## src/rtl/flit_mon_pkg.sv

```systemverilog
// Shared types and default widths for the flit activity monitor.
package flit_mon_pkg;

    localparam int DEF_DATA_W   = 54;
    localparam int DEF_CNT_W    = 16;
    localparam int DEF_LEN_W    = 8;
    localparam int DEF_MAX_LEN  = 255;
    localparam int DEF_IDLE_GAP = 4;

    typedef enum logic {
        IDLE,
        OPEN
    } state_t;

    // Statistics record in the default configuration.
    typedef struct packed {
        logic [DEF_LEN_W-1:0] len;
        logic [DEF_CNT_W-1:0] toggles;
        logic [DEF_LEN_W-1:0] seq_err;
    } stat_t;

endpackage

```

## src/rtl/popcount_tree.sv

```systemverilog
// Combinational popcount built as a balanced binary adder tree over a padded heap.
module popcount_tree #(
    parameter int W     = 54,
    parameter int OUT_W = $clog2(W + 1)
) (
    input  logic [W-1:0]     in_bits,
    output logic [OUT_W-1:0] count
);

    localparam int LVL = $clog2(W);
    localparam int P   = 1 << LVL;

    // Heap layout: leaves at P..2P-1, node i sums children 2i and 2i+1.
    logic [OUT_W-1:0] node [2*P];

    always_comb begin
        // NOTE: every variable gets a default first so no path leaves it unassigned (no latch).
        node = '{default: '0};
        for (int i = 0; i < W; i++) begin
            node[P+i] = OUT_W'(in_bits[i]);
        end
        for (int i = P - 1; i >= 1; i--) begin
            node[i] = node[2*i] + node[2*i+1];
        end
        count = node[1];
    end

endmodule

```

## src/rtl/flit_activity_monitor.sv

```systemverilog
// Per-packet switching-activity monitor for the flit injection stream.
// Optional thermometer-walk sequence checker enabled by THERMO_CHECK_EN.
module flit_activity_monitor
    import flit_mon_pkg::*;
#(
    parameter int DATA_W   = DEF_DATA_W,
    parameter int CNT_W    = DEF_CNT_W,
    parameter int LEN_W    = DEF_LEN_W,
    parameter int MAX_LEN  = DEF_MAX_LEN,
    parameter int IDLE_GAP = DEF_IDLE_GAP
) (
    input  logic              clk,
    input  logic              rst_n,
    input  logic              flit_valid,
    input  logic [DATA_W-1:0] flit_data,
    output logic              stat_valid,
    input  logic              stat_ready,
    output logic [LEN_W-1:0]  stat_len,
    output logic [CNT_W-1:0]  stat_toggles,
    output logic [LEN_W-1:0]  stat_seq_err,
    output logic [7:0]        drop_cnt,
    output logic              busy
);

    localparam int TOG_W = $clog2(DATA_W + 1);
    localparam int GAP_W = $clog2(IDLE_GAP + 1);

    typedef struct packed {
        logic [LEN_W-1:0] len;
        logic [CNT_W-1:0] toggles;
        logic [LEN_W-1:0] seq_err;
    } rec_t;

    state_t            state;
    logic [DATA_W-1:0] prev_flit;
    logic [LEN_W-1:0]  len;
    logic [CNT_W-1:0]  acc;
    logic [LEN_W-1:0]  seq_err;
    logic [GAP_W-1:0]  gap_cnt;
    logic [TOG_W-1:0]  toggle;
    logic              flit_err;
    rec_t              rec;

    popcount_tree #(
        .W    (DATA_W),
        .OUT_W(TOG_W)
    ) u_popcount (
        .in_bits(flit_data ^ prev_flit),
        .count  (toggle)
    );

`ifdef THERMO_CHECK_EN
    logic              primed;
    logic [DATA_W-1:0] expect_flit;

    // Walk: 0 -> fill 1s from MSB -> all ones -> drain from MSB -> 0.
    always_comb begin
        if (prev_flit == '0) begin
            expect_flit = {1'b1, {(DATA_W-1){1'b0}}};
        end else if (&prev_flit || !prev_flit[DATA_W-1]) begin
            expect_flit = {1'b0, prev_flit[DATA_W-1:1]};
        end else begin
            expect_flit = {1'b1, prev_flit[DATA_W-1:1]};
        end
    end

    assign flit_err = primed && (flit_data != expect_flit);

    always_ff @(posedge clk or negedge rst_n) begin
        if (!rst_n) begin
            primed <= 1'b0;
        end else if (flit_valid) begin
            primed <= 1'b1;
        end
    end
`else
    assign flit_err = 1'b0;
`endif

    // Next-state values for a packet that absorbs the current flit.
    logic [LEN_W-1:0] base_len, len_nxt, base_err, err_nxt;
    logic [CNT_W-1:0] base_acc, acc_nxt;
    logic [CNT_W:0]   acc_sum;
    logic             close_len, close_gap, commit;
    rec_t             commit_rec;

    always_comb begin
        base_len = (state == OPEN) ? len     : '0;
        base_acc = (state == OPEN) ? acc     : '0;
        base_err = (state == OPEN) ? seq_err : '0;

        len_nxt = base_len + LEN_W'(1);
        acc_sum = {1'b0, base_acc} + (CNT_W+1)'(toggle);
        acc_nxt = acc_sum[CNT_W] ? '1 : acc_sum[CNT_W-1:0];
        err_nxt = (flit_err && !(&base_err)) ? base_err + LEN_W'(1) : base_err;

        close_len = flit_valid && (len_nxt == LEN_W'(MAX_LEN));
        close_gap = (state == OPEN) && !flit_valid && (gap_cnt == GAP_W'(IDLE_GAP - 1));
        commit    = close_len || close_gap;

        if (close_len) begin
            commit_rec = '{len: len_nxt, toggles: acc_nxt, seq_err: err_nxt};
        end else begin
            commit_rec = '{len: len, toggles: acc, seq_err: seq_err};
        end
    end

    // A MAX_LEN close lands in IDLE, so a flit on the next cycle opens a packet with no gap.
    always_ff @(posedge clk or negedge rst_n) begin
        if (!rst_n) begin
            state     <= IDLE;
            prev_flit <= '0;
            len       <= '0;
            acc       <= '0;
            seq_err   <= '0;
            gap_cnt   <= '0;
        end else begin
            // NOTE: sequential state uses non-blocking assignments so all registers update together.
            if (flit_valid) begin
                prev_flit <= flit_data;
            end
            if (commit) begin
                state   <= IDLE;
                len     <= '0;
                acc     <= '0;
                seq_err <= '0;
                gap_cnt <= '0;
            end else if (flit_valid) begin
                state   <= OPEN;
                len     <= len_nxt;
                acc     <= acc_nxt;
                seq_err <= err_nxt;
                gap_cnt <= '0;
            end else if (state == OPEN) begin
                gap_cnt <= gap_cnt + GAP_W'(1);
            end
        end
    end

    // Single-entry output register; a commit into a full, unaccepted register is dropped.
    always_ff @(posedge clk or negedge rst_n) begin
        if (!rst_n) begin
            stat_valid <= 1'b0;
            rec        <= '0;
            drop_cnt   <= '0;
        end else if (commit && (!stat_valid || stat_ready)) begin
            stat_valid <= 1'b1;
            rec        <= commit_rec;
        end else if (commit) begin
            if (drop_cnt != 8'hFF) begin
                drop_cnt <= drop_cnt + 8'd1;
            end
        end else if (stat_valid && stat_ready) begin
            stat_valid <= 1'b0;
            rec        <= '0;
        end
    end

    assign stat_len     = rec.len;
    assign stat_toggles = rec.toggles;
    assign stat_seq_err = rec.seq_err;
    assign busy         = (state == OPEN);

endmodule
```

## config.mk

```make
export PLATFORM = sky130hd
export DESIGN_NAME = flit_activity_monitor
export DESIGN_NICKNAME = d
export VERILOG_FILES = /design/src/rtl/flit_mon_pkg.sv /design/src/rtl/popcount_tree.sv /design/src/rtl/flit_activity_monitor.sv
export SDC_FILE = /design/constraint.sdc
export NUM_CORES = 1
export LEC_CHECK = 0
export ABC_AREA = 1
export BUFFER_PORTS_ARGS = -buffer_cell sky130_fd_sc_hd__buf_2
export CAP_MARGIN = 20
export CORE_MARGIN = 3
export CORE_UTILIZATION = 58
export DETAILED_ROUTE_END_ITERATION = 12
export PLACE_DENSITY = 0.79
export SYNTH_ARGS = -nofsm -noshare
export SYNTH_HDL_FRONTEND = slang
export SYNTH_SLANG_ARGS = --single-unit
```

## constraint.sdc

```tcl
create_clock -name clk -period 13.9 [get_ports clk]
set_input_delay 1.39 -clock clk [delete_from_list [all_inputs] [get_ports clk]]
set_output_delay 1.39 -clock clk [all_outputs]
set_load 0.03 [all_outputs]
```

Yosys cells after proc, flatten, opt, wreduce, memory -nomap -nowiden
Cells that the tools add are included.
Widths: inputs -> output; s select.
Cells by class
  add/subtract/negate cells: 57
  eq/ne operators: 4
  mux-type cells: 22
  bitwise gates (word level): 2
  reduce and logical (&&, ||, !) cells: 14
Operator list (count)
  $add 6x6->6: 26
  $mux 32: 4
  $mux 16: 4
  $add 1x1->2: 27
  $xor 54x54->54: 1
  $mux 8: 6
  $add 16x6->17: 1
  $add 8x1->8 const B: 2
  $mux 3: 3
  $eq 8x8->1 const B: 1
  $ne 8x8->1 const B: 1
  $logic_and 1x1->1: 5
  $mux 1: 5
  $reduce_bool 2->1: 2
  $add 3x1->3 const B: 1
  $eq 3x2->1 const B: 1
  $reduce_and 3->1: 1
  $reduce_bool 3->1: 1
  $logic_not 1->1: 2
  $logic_or 1x1->1: 2
  $ne 2x1->1 const B: 1
  $reduce_and 2->1: 1
  $not 1->1: 1
Storage, ports and cells
  bits in registers: 131
  bits of input ports: 58
  output and inout bits: 42
  word-level logic and storage cells: 110

Depth between registers and ports, before layout
Gate-level depths: netlist (run 1).
  depth after elaboration: 11
  mapped depth: 33
  depth with buffers taken out: 33

Modules after synthesis
From an unflattened synthesis (run 1), not the netlist that was laid out.
Second synthesis, totals
  cells, all modules: 1059
  area, all modules: 8484.4 sq um
By module, submodules not included
  flit_activity_monitor: times used 1, cells an instance 886, area an instance 6865.3 sq um, sequential area each 3278.1 sq um
  popcount_tree: times used 1, cells an instance 173, area an instance 1619.1 sq um, sequential area each 0.0 sq um

Worst setup path before layout (run 1)
OpenSTA, ideal clock, no wires.
  path kind: input-to-reg
  start point: input port flit_data[46]
  end point: register rec (netlist bit stat_toggles[10])
  library setup time: 0.117 ns
  data arrival time: 7.761 ns
  required time: 13.783 ns
  path slack: 6.022 ns
  cell stages on the path: 29
  path buffers: 0
  path through: xor2_1 -> ha_1 -> fa_1 -> inv_1 -> fa_1 -> inv_1 -> fa_1 -> fa_1 -> fa_1 -> inv_1 -> fa_1 -> inv_1 -> fa_1 -> ha_1 -> inv_1 -> fa_1 -> o21ai_0 -> xor2_1 -> ha_1 -> a21oi_1 -> nor2_1 -> inv_1 -> nand2_1 -> nand3_1 -> nand3_1 -> nor2_1 -> nor2_1 -> nand2_1 -> nand2_1
On the way
  cells in the longest elaborated chain, start to end: 11
RTL lines
  start, declared: line flit_activity_monitor.sv:15  | input logic [DATA_W-1:0] flit_data,
  $xor 54x54->54: line flit_activity_monitor.sv:48  | .in_bits(flit_data ^ prev_flit),
  $add 1x1->2: line popcount_tree.sv:23  | node[i] = node[2*i] + node[2*i+1];
  $add 6x6->6 (5 in series): line popcount_tree.sv:23
  $add 16x6->17: line flit_activity_monitor.sv:93  | acc_sum = {1'b0, base_acc} + (CNT_W+1)'(toggle);
  $mux 16: line flit_activity_monitor.sv:94  | acc_nxt = acc_sum[CNT_W] ? '1 : acc_sum[CNT_W-1:0];
  $mux 32: line flit_activity_monitor.sv:101  | if (close_len) begin
  $mux 32: line flit_activity_monitor.sv:146  | end else if (commit && (!stat_valid || stat_ready)) begin
  end signal, assigned: line flit_activity_monitor.sv:148  | rec <= commit_rec;
  end, declared: line flit_activity_monitor.sv:42  | rec_t rec;
No other way between the ends.
A chain may end at the register's enable or synchronous reset.

Final worst setup path (run 1)
  start point: input port flit_data[15]
  end point: register rec (netlist bit stat_toggles[14])
Same word-level chain as after synthesis.

==> results by group, run 1 <==
Outcome
  – Run status: complete, no violations

Timing
  – Top achievable clock speed: 121 MHz
  – Setup repair after global routing missed its margin: false
  – Shortest period the worst path allows: 8.27 ns
  – Worst-margin pin slew: 0.965 ns
  – Clk_skew: 0.00940 ns
  – Aggregate negative setup slack: 0 ns
  – Final max-slew violation count: 0
  – Final Cycle Share: 59.5%
  – Hold violation count in the final report: 0
  – # setup viols final: 0
  – Worst slew margin: 35.4%

Detailed routing
  – Routed wirelength normalized by instance count: 13.6 um
  – Vias per cell: 5.05
  – Total wirelength of the detailed-routed design: 18400 um
  – Met2 wire len: 9020 um
  – Via count: 6846
  – Remaining antenna violation count after routing: 0
  – Met1 Routed Length: 8270 um
  – Drt drc: 0
  – TritonRoute pass-1 iters: 5
  – Met3 routed WL: 813 um
  – DRC violation total after the first TritonRoute iteration: 435
  – Uppermost metal layer occupied by signal nets: met4

Setup path
  – Nature of the critical path endpoint: flip-flop
  – CP Buf/Inv Count: 9
  – Number of cells on the critical path: 32
  – Worst-case reg-to-reg path depth: 31
  – Critical path data required time: 14.22 ns
  – Cell with the biggest individual delay on the critical path: sky130_fd_sc_hd__fa_1
  – Slowest Stage Delay on Critical Path: 0.53 ns
  – Arrival @ worst endpoint: 8.59 ns
  – Worst path top cell family by delay: adder cells
  – Startpoint class of the critical path: primary input
  – Crit Path Class: primary input to flip-flop
  – Critical-path maximum fanout: 8

Clock network
  – Insertion delay to the later sink of the worst-skew pair: 0.44 ns
  – Cts bufs inserted: 17
  – Count of hold buffers inserted by post-cts repair: 0
  – Clk root buf: sky130_fd_sc_hd__clkbuf_16
  – Post-CTS Resized: 0
  – Clock sinks: 131
  – H-tree depth: 4
  – TritonCTS clock tree: done
  – Buffers inserted by post-CTS timing repair: 0
  – CTS clock-pin slew for the worst setup and hold paths: 0.05 ns
  – Longest Clk Path Bufs: 2

Floorplan
  – Rows: 43
  – I/O pin count: 100
  – Width of the chip: 128 um
  – Die extent in y: 128 um
  – Die Area: 16400 um^2
  – Initial core utilization: 60.8%
  – CORE AREA: 14200 um^2

Logic synthesis
  – Number of warning messages in the yosys log: 0
  – Sequential cell area fraction in the yosys report: 37.9%
  – Mapped Cells: 1067
  – Synthesized netlist net count: 1222
  – Post-Synthesis Mean Instance Area: 8.10 um^2
  – Combined area of all synthesized cells: 8640 um^2
  – Number of distinct standard cells referenced by the synthesized netlist: 30
  – Synthesized flop and latch total: 131

Final layout
  – Share of post-route cells with drive strength above 1: 12.7%
  – Filler instances: 1172
  – Net count reported at finish: 1317
  – N_diodes: 0
  – Commonest non-fill, non-tap cells in the layout: 423 x sky130_fd_sc_hd__nand2_1, 145 x sky130_fd_sc_hd__inv_1, 131 x sky130_fd_sc_hd__dfrtp_1, 98 x sky130_fd_sc_hd__buf_2, 64 x sky130_fd_sc_hd__xor2_1
  – Most common cell after layout, fill and taps aside: sky130_fd_sc_hd__nand2_1
  – Area delta synth->final: 14.2%
  – Area of all sequential standard cells: 3280 um^2
  – Area taken by multi-input logic gates: 4660 um^2

Flow run
  – Max-capacitance violation count: 0

GRT
  – Total routing usage reported by global routing: 24.5%
  – Number of global-route vias before repair: 7034
  – First-pass GRT wire length: 32200 um
  – Maximum number of pins on one net before global-route repair: 59
  – Global-route congestion overflow total: 0
  – Initial antenna violation count: 0

Min path
  – Instance count along the most critical hold path: 2
  – Type of the tightest min-delay check: flip-flop to flip-flop

Placed design
  – Routability congestion estimate from global placement: 0.916
  – HPWL Detailed: 13100 um
  – Count of buffers from port buffering: 99
==> worst register-to-register path: cells and delay by family (launching register included) <==
| kind | cells | cell delay, ns |
|---|---|---|
| AOI/OAI and AO/OA | 2 | 0.52 |
| xor gates and xnor gates | 2 | 0.42 |
| adders and majority gates | 11 | 4.69 |
| buffers and inverters | 8 | 0.53 |
| DFF | 1 | 0.40 |
| and+or+nand+nor | 8 | 0.96 |
==> area by class of cell <==
cell class	instances	area share [%]
inverters	148	5.65
clock inverters	12	1.33
clock buffers	20	4.63
well taps	180	2.28
multi-input cells	759	47.2
flip-flops and latches	131	33.2
repair buffers	105	5.71
==> Yosys cell counts <==
cell type                  count  area [um^2]
sky130_fd_sc_hd__a21oi_1       5         25.0
sky130_fd_sc_hd__a21oi_2       1         8.76
sky130_fd_sc_hd__a32o_1        1         10.0
sky130_fd_sc_hd__buf_1         5         18.8
sky130_fd_sc_hd__buf_2         7         35.0
sky130_fd_sc_hd__buf_4         2         15.0
sky130_fd_sc_hd__buf_6         3         33.8
sky130_fd_sc_hd__clkbuf_1     12         45.0
sky130_fd_sc_hd__dfrtp_1     131         3280
sky130_fd_sc_hd__fa_1         49          981
sky130_fd_sc_hd__ha_1         48          601
sky130_fd_sc_hd__inv_1       146          548
sky130_fd_sc_hd__inv_2         1         3.75
sky130_fd_sc_hd__inv_4         1         6.26
sky130_fd_sc_hd__nand2_1     423         1590
sky130_fd_sc_hd__nand2_2       3         18.8
sky130_fd_sc_hd__nand2_4       2         22.5
sky130_fd_sc_hd__nand3_1      49          245
sky130_fd_sc_hd__nand3b_1      1         7.51
sky130_fd_sc_hd__nand4_1      13         81.3
sky130_fd_sc_hd__nand4_4       1         21.3
sky130_fd_sc_hd__nor2_1       56          210
sky130_fd_sc_hd__nor2_4        3         33.8
sky130_fd_sc_hd__nor2_8        1         20.0
sky130_fd_sc_hd__nor3_1        2         10.0
sky130_fd_sc_hd__o21ai_0      23          115
sky130_fd_sc_hd__o21bai_1      1         7.51
sky130_fd_sc_hd__o22ai_1      10         62.6
sky130_fd_sc_hd__xnor2_1       3         26.3
sky130_fd_sc_hd__xor2_1       64          561
==> cells by family after synthesis <==
family | after synthesis | synth area share [%]
flops | 131 | 37.9
fa+ha+maj | 97 | 18.3
buf+inv | 177 | 8.17
xor+xnor | 67 | 6.79
simple gates | 554 | 26.1
compound gates | 41 | 2.65
==> path summary, 6_finish.rpt <==
kind	from	end	slack (ns)
setup / recovery	flit_data[15]	stat_toggles[14]	5.63
hold / removal	stat_toggles[10]	stat_toggles[10]	0.47
setup reg to reg	prev_flit[15]	stat_toggles[14]	6.29
hold reg to reg	stat_toggles[10]	stat_toggles[10]	0.47
max in group asynchronous	rst_n	acc[6]	11.33
min in group asynchronous	rst_n	prev_flit[43]	0.92
==> state kept, by name, summed over array words and instances, names as in the netlist <==
| name | cells |
|---|---|
| seq_err | 8 |
| busy | 1 |
| prev_flit | 54 |
| len | 8 |
| stat_toggles | 16 |
| acc | 16 |
| gap_cnt | 3 |
| stat_valid | 1 |
| drop_cnt | 8 |
| stat_seq_err | 8 |
| stat_len | 8 |
==> metal layers <==
metal  up-vias  global-route usage, %
li1       3419                      -
met1      3248                   33.5
met2       154                   40.0
met3        25                   4.33
met4         0                   8.36
met5         -                      0
==> metrics by stage <==
| step | setup slack, ns | instances | area (um^2) | utilization, % | hold slack [ns] |
|---|---|---|---|---|---|
| finish | 5.63 | 1355 | 9870 | 69.5 | 0.471 |
| global route | 5.14 | 1355 | 9870 | 69.5 | 0.499 |
| CTS | 5.64 | 1354 | 9840 | 69.3 | 0.475 |
| detailed placement | 5.27 | 1322 | 9250 | 65.1 | 0.460 |
| global placement | 5.52 | 1322 | 9250 | 65.1 | 0.458 |
| floorplan | 6.02 | 1067 | 8640 | - | 0.442 |
Power of run 1 is not shown: default switching activity piles up to over one toggle a cycle in this logic, so the estimate is an artifact.
==> inputs of run 2 (changes only) <==
==> constraint.sdc (replaced) <==
create_clock -name clk -period 8.51 [get_ports clk]
set_input_delay 0.851 -clock clk [delete_from_list [all_inputs] [get_ports clk]]
set_output_delay 0.851 -clock clk [all_outputs]
set_load 0.03 [all_outputs]
==> run 2 against run 1 <==
Non-clock buffer count is the same. Global-route usage is 0.33 points lower. Worst hold slack worse by 0.086 ns. Final area increased by 0.30%. First-iteration DRC count up 0.23%. Sequential share of layout area is 0.10 points lower. Via count up 0.29%. Register-to-register slack got worse by 5.3 ns. Cell count is the same. Count of clock-buffer cells in the layout fell by 3.
==> results by group, run 2 (synthesis gave the netlist of run 1 again) <==
Clock network
  – Buffers inserted by post-CTS timing repair: 0 (unchanged)
  – Clk root buf: sky130_fd_sc_hd__clkbuf_16
  – H-tree depth: 4 (unchanged)
  – CTS clock-pin slew for the worst setup and hold paths: 0.06 ns (about the same)
  – Longest Clk Path Bufs: 2 (unchanged)
  – Post-CTS Resized: 0 (unchanged)
  – Cts bufs inserted: 17 (unchanged)
  – TritonCTS clock tree: done
  – Count of hold buffers inserted by post-cts repair: 0 (unchanged)
  – Clock sinks: 131 (unchanged)
  – Insertion delay to the later sink of the worst-skew pair: 0.42 ns (-0.02 ns)

Detailed routing
  – Total wirelength of the detailed-routed design: 18400 um (about the same)
  – Remaining antenna violation count after routing: 0 (unchanged)
  – Routed wirelength normalized by instance count: 13.5 um (about the same)
  – Drt drc: 0 (unchanged)
  – Via count: 6866 (+0.29%)
  – TritonRoute pass-1 iters: 5 (unchanged)
  – Vias per cell: 5.07 (+0.29%)
  – DRC violation total after the first TritonRoute iteration: 436 (+0.23%)

Timing
  – Aggregate negative setup slack: 0 ns (unchanged)
  – Setup repair after global routing missed its margin: false
  – Shortest period the worst path allows: 7.66 ns
  – Worst-margin pin slew: 0.944 ns (-0.0207 ns)
  – Final Cycle Share: 90.0%
  – Worst slew margin: 36.8% (+1.4 points)
  – Top achievable clock speed: 131 MHz
  – Final max-slew violation count: 0 (unchanged)
  – Hold violation count in the final report: 0 (unchanged)
  – Crit path setup slack, layout: 0.854 ns (-4.78 ns)
  – Clk_skew: 0.00876 ns (-0.000641 ns)
  – # setup viols final: 0 (unchanged)

Placed design
  – Count of buffers from port buffering: 99 (unchanged)
  – Routability congestion estimate from global placement: 0.916 (about the same)
  – Worst setup slack before clock tree synthesis: 0.448 ns (-4.82 ns)
  – HPWL Detailed: 13000 um (-0.97%)
  – Cells after DPL: 1322 (unchanged)

Min path
  – Type of the tightest min-delay check: primary input to async pin

Floorplan
  – Width of the chip: 128 um (unchanged)
  – Initial core utilization: 60.8% (unchanged)
  – Die Area: 16400 um^2 (unchanged)
  – CORE AREA: 14200 um^2 (unchanged)
  – I/O pin count: 100 (unchanged)
  – Rows: 43 (unchanged)
  – Die extent in y: 128 um (unchanged)

Final layout
  – Flip-flop count of the largest register, all copies and words added: 54 (unchanged)
  – Top register by number of flip-flops: prev_flit
  – Net count reported at finish: 1317 (unchanged)
  – Area delta synth->final: 14.6%
  – Most common cell after layout, fill and taps aside: sky130_fd_sc_hd__nand2_1
  – Commonest non-fill, non-tap cells in the layout: 423 x sky130_fd_sc_hd__nand2_1, 145 x sky130_fd_sc_hd__inv_1, 131 x sky130_fd_sc_hd__dfrtp_1, 98 x sky130_fd_sc_hd__buf_2, 64 x sky130_fd_sc_hd__xor2_1
  – N_diodes: 0 (unchanged)
  – Share of post-route cells with drive strength above 1: 12.8% (+0.085 points)
  – Count of non-filler cells in the finished layout: 1355 (unchanged)

GRT
  – Global-route congestion overflow total: 0 (unchanged)
  – Total routing usage reported by global routing: 24.2% (-0.33 points)
  – Met1 GRT Util: 33.1% (-0.36 points)
  – Maximum number of pins on one net before global-route repair: 59 (unchanged)
  – First-pass GRT wire length: 31800 um (-1.2%)
  – Met3 track demand over resource in global routing: 5.33% (+1.0 points)
  – Number of global-route vias before repair: 6884 (-2.1%)
  – Global routing's busiest layer: met2
  – Initial antenna violation count: 0 (unchanged)
  – Fraction of met2 tracks used by global routing: 39.7% (-0.25 points)

Setup path
  – Slowest Stage Delay on Critical Path: 0.56 ns (+0.03 ns)
  – Crit Path Class: primary input to flip-flop
  – Critical-path maximum fanout: 8 (unchanged)
  – Worst setup slack for register-to-register paths: 0.98 ns (-5.31 ns)
  – Cell with the biggest individual delay on the critical path: sky130_fd_sc_hd__fa_1
  – Startpoint class of the critical path: primary input
  – Nature of the critical path endpoint: flip-flop
  – Cell mode on critical path: sky130_fd_sc_hd__fa_1
  – Arrival @ worst endpoint: 7.97 ns (-0.62 ns)
  – Critical path data required time: 8.82 ns (-5.40 ns)

Outcome
  – Run status: complete, no violations

Flow run
  – Max-capacitance violation count: 0 (unchanged)
==> run 2: cell types whose count changed in the layout (fill, tap and decap cells not counted), sizes merged <==
cell | previous run | this run
inv | 148 | 154
bufinv | 2 | 3
clkbuf | 20 | 17
clkinvlp | 4 | 1
clkinv | 6 | 5
==> run 2: final cells by class <==
type,count,area [um^2]
clock buffer,17,425
tap,180,225
clock inverter,15,193
fill,1138,4310
sequential,131,3280
multi-input combinational,759,4660
timing repair buffer,105,563
inverter,148,558
==> run 2: through the flow <==
stage	util (%)	hold slack (ns)	cell area [um^2]
after global placement	65.1	0.457	9250
after floorplan	-	0.442	8640
after CTS	69.5	0.402	9870
after detailed placement	65.1	0.457	9250
final	69.7	0.386	9900
after global routing	69.7	0.414	9900
==> run 2: metal layers <==
| metal | wire, um | share of wire (%) | up-vias |
|---|---|---|---|
| met2 | 9000 | 49 | 131 |
| met5 | 0 | 0 | - |
| met4 | 212 | 1.2 | 0 |
| met1 | 8430 | 46 | 3288 |
| li1 | - | - | 3426 |
| met3 | 715 | 3.9 | 21 |
==> run 2: worst paths after layout <==
path,cells past startpoint,to,startpoint
worst max-delay path,30,stat_toggles[15],flit_data[49]
worst min-delay path,1,prev_flit[34],rst_n
worst max register to register,29,stat_toggles[15],prev_flit[49]
worst min register to register,2,stat_toggles[11],stat_toggles[11]
max in group asynchronous,3,prev_flit[21],rst_n
min in group clk,2,stat_toggles[11],stat_toggles[11]
==> run 2: worst max-delay path: cells and delay by family <==
| kind | cells | cell delay (ns) |
|---|---|---|
| AOI/OAI and AO/OA | 2 | 0.46 |
| xor gates and xnor gates | 2 | 0.41 |
| adders and majority gates | 11 | 4.79 |
| buffers and inverters | 7 | 0.49 |
| and+or+nand+nor | 8 | 0.96 |
Power of run 2 is left out for the same reason.
==> inputs of run 3 (changes only) <==
--- a/config.mk
+++ b/config.mk
@@ -5,13 +5,13 @@
 export SDC_FILE = /design/constraint.sdc
 export NUM_CORES = 1
 export LEC_CHECK = 0
-export ABC_AREA = 1
 export BUFFER_PORTS_ARGS = -buffer_cell sky130_fd_sc_hd__buf_2
 export CAP_MARGIN = 20
 export CORE_MARGIN = 3
 export CORE_UTILIZATION = 58
 export DETAILED_ROUTE_END_ITERATION = 12
-export PLACE_DENSITY = 0.79
+export PLACE_DENSITY = 0.8
+export SKIP_LAST_GASP = 1
 export SYNTH_ARGS = -nofsm -noshare
 export SYNTH_HDL_FRONTEND = slang
 export SYNTH_SLANG_ARGS = --single-unit
==> run 3 against run 2 <==
Critical path depth fell by 2. Synthesized area shrank 5.6%. Setup slack worse by 0.12 ns. Non-clock buffer count rose by 1. Sequential share of layout area grew 1.8 points. Register-to-register slack got worse by 0.12 ns. Via count fell by 16%. Clock skew increased by 0.0027 ns. First-iteration DRC count decreased by 21%. Count of clock-buffer cells in the layout is 2 higher. Die area decreased by 5.3%. Highest routed layer unchanged.
==> results by group, run 3 <==
Clock network
  – TritonCTS clock tree: done
  – Count of hold buffers inserted by post-cts repair: 0 (unchanged)
  – Longest Clk Path Bufs: 2 (unchanged)
  – Insertion delay to the later sink of the worst-skew pair: 0.43 ns (about the same)
  – Clk root buf: sky130_fd_sc_hd__clkbuf_16
  – CTS clock-pin slew for the worst setup and hold paths: 0.06 ns (about the same)
  – Post-CTS Resized: 0 (unchanged)
  – Cts bufs inserted: 17 (unchanged)
  – Buffers inserted by post-CTS timing repair: 0 (unchanged)
  – H-tree depth: 4 (unchanged)
  – Clock sinks: 131 (unchanged)

GRT
  – Number of global-route vias before repair: 6119 (-11%)
  – Total routing usage reported by global routing: 23.2% (-1.0 points)
  – Initial antenna violation count: 0 (unchanged)
  – First-pass GRT wire length: 29400 um (-7.5%)
  – Global-route congestion overflow total: 0 (unchanged)
  – Maximum number of pins on one net before global-route repair: 85 (+44%)

Floorplan
  – Rows: 42 (-2.3%)
  – Initial core utilization: 60.4% (-0.42 points)
  – I/O pin count: 100 (unchanged)
  – CORE AREA: 13500 um^2 (-4.9%)
  – Width of the chip: 125 um (-2.7%)
  – Die Area: 15500 um^2 (-5.3%)
  – Die extent in y: 125 um (-2.7%)

Final layout
  – Most common cell after layout, fill and taps aside: sky130_fd_sc_hd__dfrtp_1
  – Share of post-route cells with drive strength above 1: 24.4% (+12 points)
  – Top register by number of flip-flops: prev_flit
  – N_diodes: 0 (unchanged)
  – Flip-flop count of the largest register, all copies and words added: 54 (unchanged)
  – Area taken by multi-input logic gates: 4450 um^2 (-4.4%)
  – Filler instances: 979 (-14%)
  – Commonest non-fill, non-tap cells in the layout: 131 x sky130_fd_sc_hd__dfrtp_1, 98 x sky130_fd_sc_hd__buf_2, 83 x sky130_fd_sc_hd__inv_1, 68 x sky130_fd_sc_hd__xor2_1, 58 x sky130_fd_sc_hd__mux2_2
  – Net count reported at finish: 982 (-25%)
  – Area delta synth->final: 15.2%
  – Area of all sequential standard cells: 3280 um^2 (unchanged)

Timing
  – Final max-slew violation count: 0 (unchanged)
  – Final Cycle Share: 91.4% (+1.4 points)
  – # setup viols final: 0 (unchanged)
  – Clk_skew: 0.0115 ns (+0.00271 ns)
  – Shortest period the worst path allows: 7.78 ns (+0.121 ns)
  – Top achievable clock speed: 129 MHz (-1.6%)
  – Aggregate negative setup slack: 0 ns (unchanged)
  – Worst-margin pin slew: 0.961 ns (+0.0168 ns)
  – Worst slew margin: 35.9% (-0.89 points)
  – Setup repair after global routing missed its margin: false
  – Hold violation count in the final report: 0 (unchanged)

Logic synthesis
  – Number of enable-type register cells in the synthesized netlist: 0 (unchanged)
  – Post-Synthesis Mean Instance Area: 11.2 um^2 (+39%)
  – Mapped Cells: 727 (-32%)
  – Share of the synthesized area in the top cell type: 40.2% (+2.2 points)
  – Number of distinct standard cells referenced by the synthesized netlist: 58 (+93%)
  – Leading cell types by count after synthesis: 131 x sky130_fd_sc_hd__dfrtp_1, 83 x sky130_fd_sc_hd__inv_1, 68 x sky130_fd_sc_hd__xor2_1, 58 x sky130_fd_sc_hd__mux2_2, 49 x sky130_fd_sc_hd__fa_1
  – Most frequently used cell type in the post-synthesis netlist: sky130_fd_sc_hd__dfrtp_1
  – Synthesized netlist net count: 882 (-28%)
  – Combined area of all synthesized cells: 8160 um^2 (-5.6%)
  – Synth area leader: sky130_fd_sc_hd__dfrtp_1
  – Sequential cell area fraction in the yosys report: 40.2% (+2.2 points)
  – Synthesized flop and latch total: 131 (unchanged)
  – Primary FF master, synth: sky130_fd_sc_hd__dfrtp_1
  – Top area cells in the synthesized netlist: sky130_fd_sc_hd__dfrtp_1 40%, sky130_fd_sc_hd__fa_1 12%, sky130_fd_sc_hd__mux2_2 8.0%
  – Number of warning messages in the yosys log: 0 (unchanged)
  – Async set-reset flop share out of synthesis: 100% (unchanged)

Flow run
  – Max-capacitance violation count: 0 (unchanged)

Setup path
  – Worst path top cell family by delay: adder cells
  – Crit Path Class: primary input to flip-flop
  – Critical path data required time: 8.82 ns (about the same)
  – Cell mode on critical path: sky130_fd_sc_hd__fa_1
  – Startpoint class of the critical path: primary input
  – Critical-path maximum fanout: 6 (-2)
  – Arrival @ worst endpoint: 8.09 ns (+0.12 ns)
  – Cell with the biggest individual delay on the critical path: sky130_fd_sc_hd__fa_1
  – Slowest Stage Delay on Critical Path: 0.54 ns (-0.02 ns)
  – CP Buf/Inv Count: 7 (unchanged)
  – Nature of the critical path endpoint: flip-flop

Detailed routing
  – Remaining antenna violation count after routing: 0 (unchanged)
  – Via count: 5734 (-16%)
  – Total wirelength of the detailed-routed design: 16900 um (-7.9%)
  – TritonRoute pass-1 iters: 5 (unchanged)
  – Vias per cell: 5.65 (+11%)
  – DRC violation total after the first TritonRoute iteration: 346 (-21%)
  – Routed wirelength normalized by instance count: 16.6 um (+23%)
  – Drt drc: 0 (unchanged)

Placed design
  – Routability congestion estimate from global placement: 0.871 (-5.0%)
  – HPWL Detailed: 12500 um (-3.8%)
  – Count of buffers from port buffering: 99 (unchanged)

Min path
  – Type of the tightest min-delay check: primary input to async pin

Outcome
  – Run status: complete, no violations
-- run 3: cell types whose count changed after synthesis, sizes merged, moves of 12 or more --
| cell | change |
|---|---|
| nor2 | -32 |
| inv | -65 |
| a221o | +12 |
| a21oi | +14 |
| a22o | +13 |
| mux2 | +58 |
| and2 | +20 |
| nand3 | -40 |
| nand2 | -380 |
-- run 3: layout make-up --
cell class | instances | area share (%)
multi-input combinational | 488 | 47.4
tap | 176 | 2.34
timing repair buffer | 106 | 6.07
clock inverter | 12 | 1.32
sequential | 131 | 34.9
clock buffer | 19 | 4.71
inverter | 83 | 3.32
-- run 3: final timing paths --
path / slack, ns / depth (start not counted) / from / to
min: 0.44 / 1 / rst_n / prev_flit[32]
min reg2reg: 0.48 / 1 / seq_err[0] / stat_seq_err[0]
max: 0.73 / 28 / flit_data[52] / stat_toggles[14]
max reg2reg: 0.86 / 27 / prev_flit[52] / stat_toggles[14]
max in group asynchronous: 6.97 / 3 / rst_n / len[1]
min in group clk: 0.48 / 1 / seq_err[0] / stat_seq_err[0]
-- run 3: per-stage QoR --
step | cells | setup WS (ns) | area (um^2) | util, % | hold WS, ns
6_report | 1015 | 0.733 | 9400 | 69.6 | 0.439
5_1_grt | 1015 | 0.363 | 9400 | 69.6 | 0.485
4_1_cts | 1014 | 0.723 | 9370 | 69.4 | 0.468
3_5_place_dp | 983 | 0.335 | 8800 | 65.2 | 0.470
3_3_place_gp | 982 | 0.474 | 8800 | 65.1 | 0.467
2_1_floorplan | 727 | 0.802 | 8160 | - | 0.454
-- run 3: kinds of logic (layout without fill, tap and decap cells) --
kind of cell / count (synthesis) / in the layout / synth area share, %
adder cells (fa/ha/maj): 97 / 97 / 19.4
XOR/XNOR: 77 / 77 / 8.27
AND/OR/NAND/NOR: 143 / 143 / 8.86
AO/OA/AOI/OAI: 113 / 113 / 10.0
multiplexers: 58 / 58 / 8.01
buffers and inverters: 108 / 220 / 5.26
flip-flops: 131 / 131 / 40.2
-- run 3: routing by layer --
| layer | part of all wire (%) | vias up | global-route usage, % |
|---|---|---|---|
| met5 | 0 | - | 0 |
| met4 | 2.3 | 0 | 8.06 |
| met3 | 4.6 | 39 | 4.89 |
| met2 | 49 | 157 | 37.4 |
| met1 | 44 | 2876 | 31.3 |
| li1 | - | 2662 | - |
Power of run 3 is left out for the same reason.
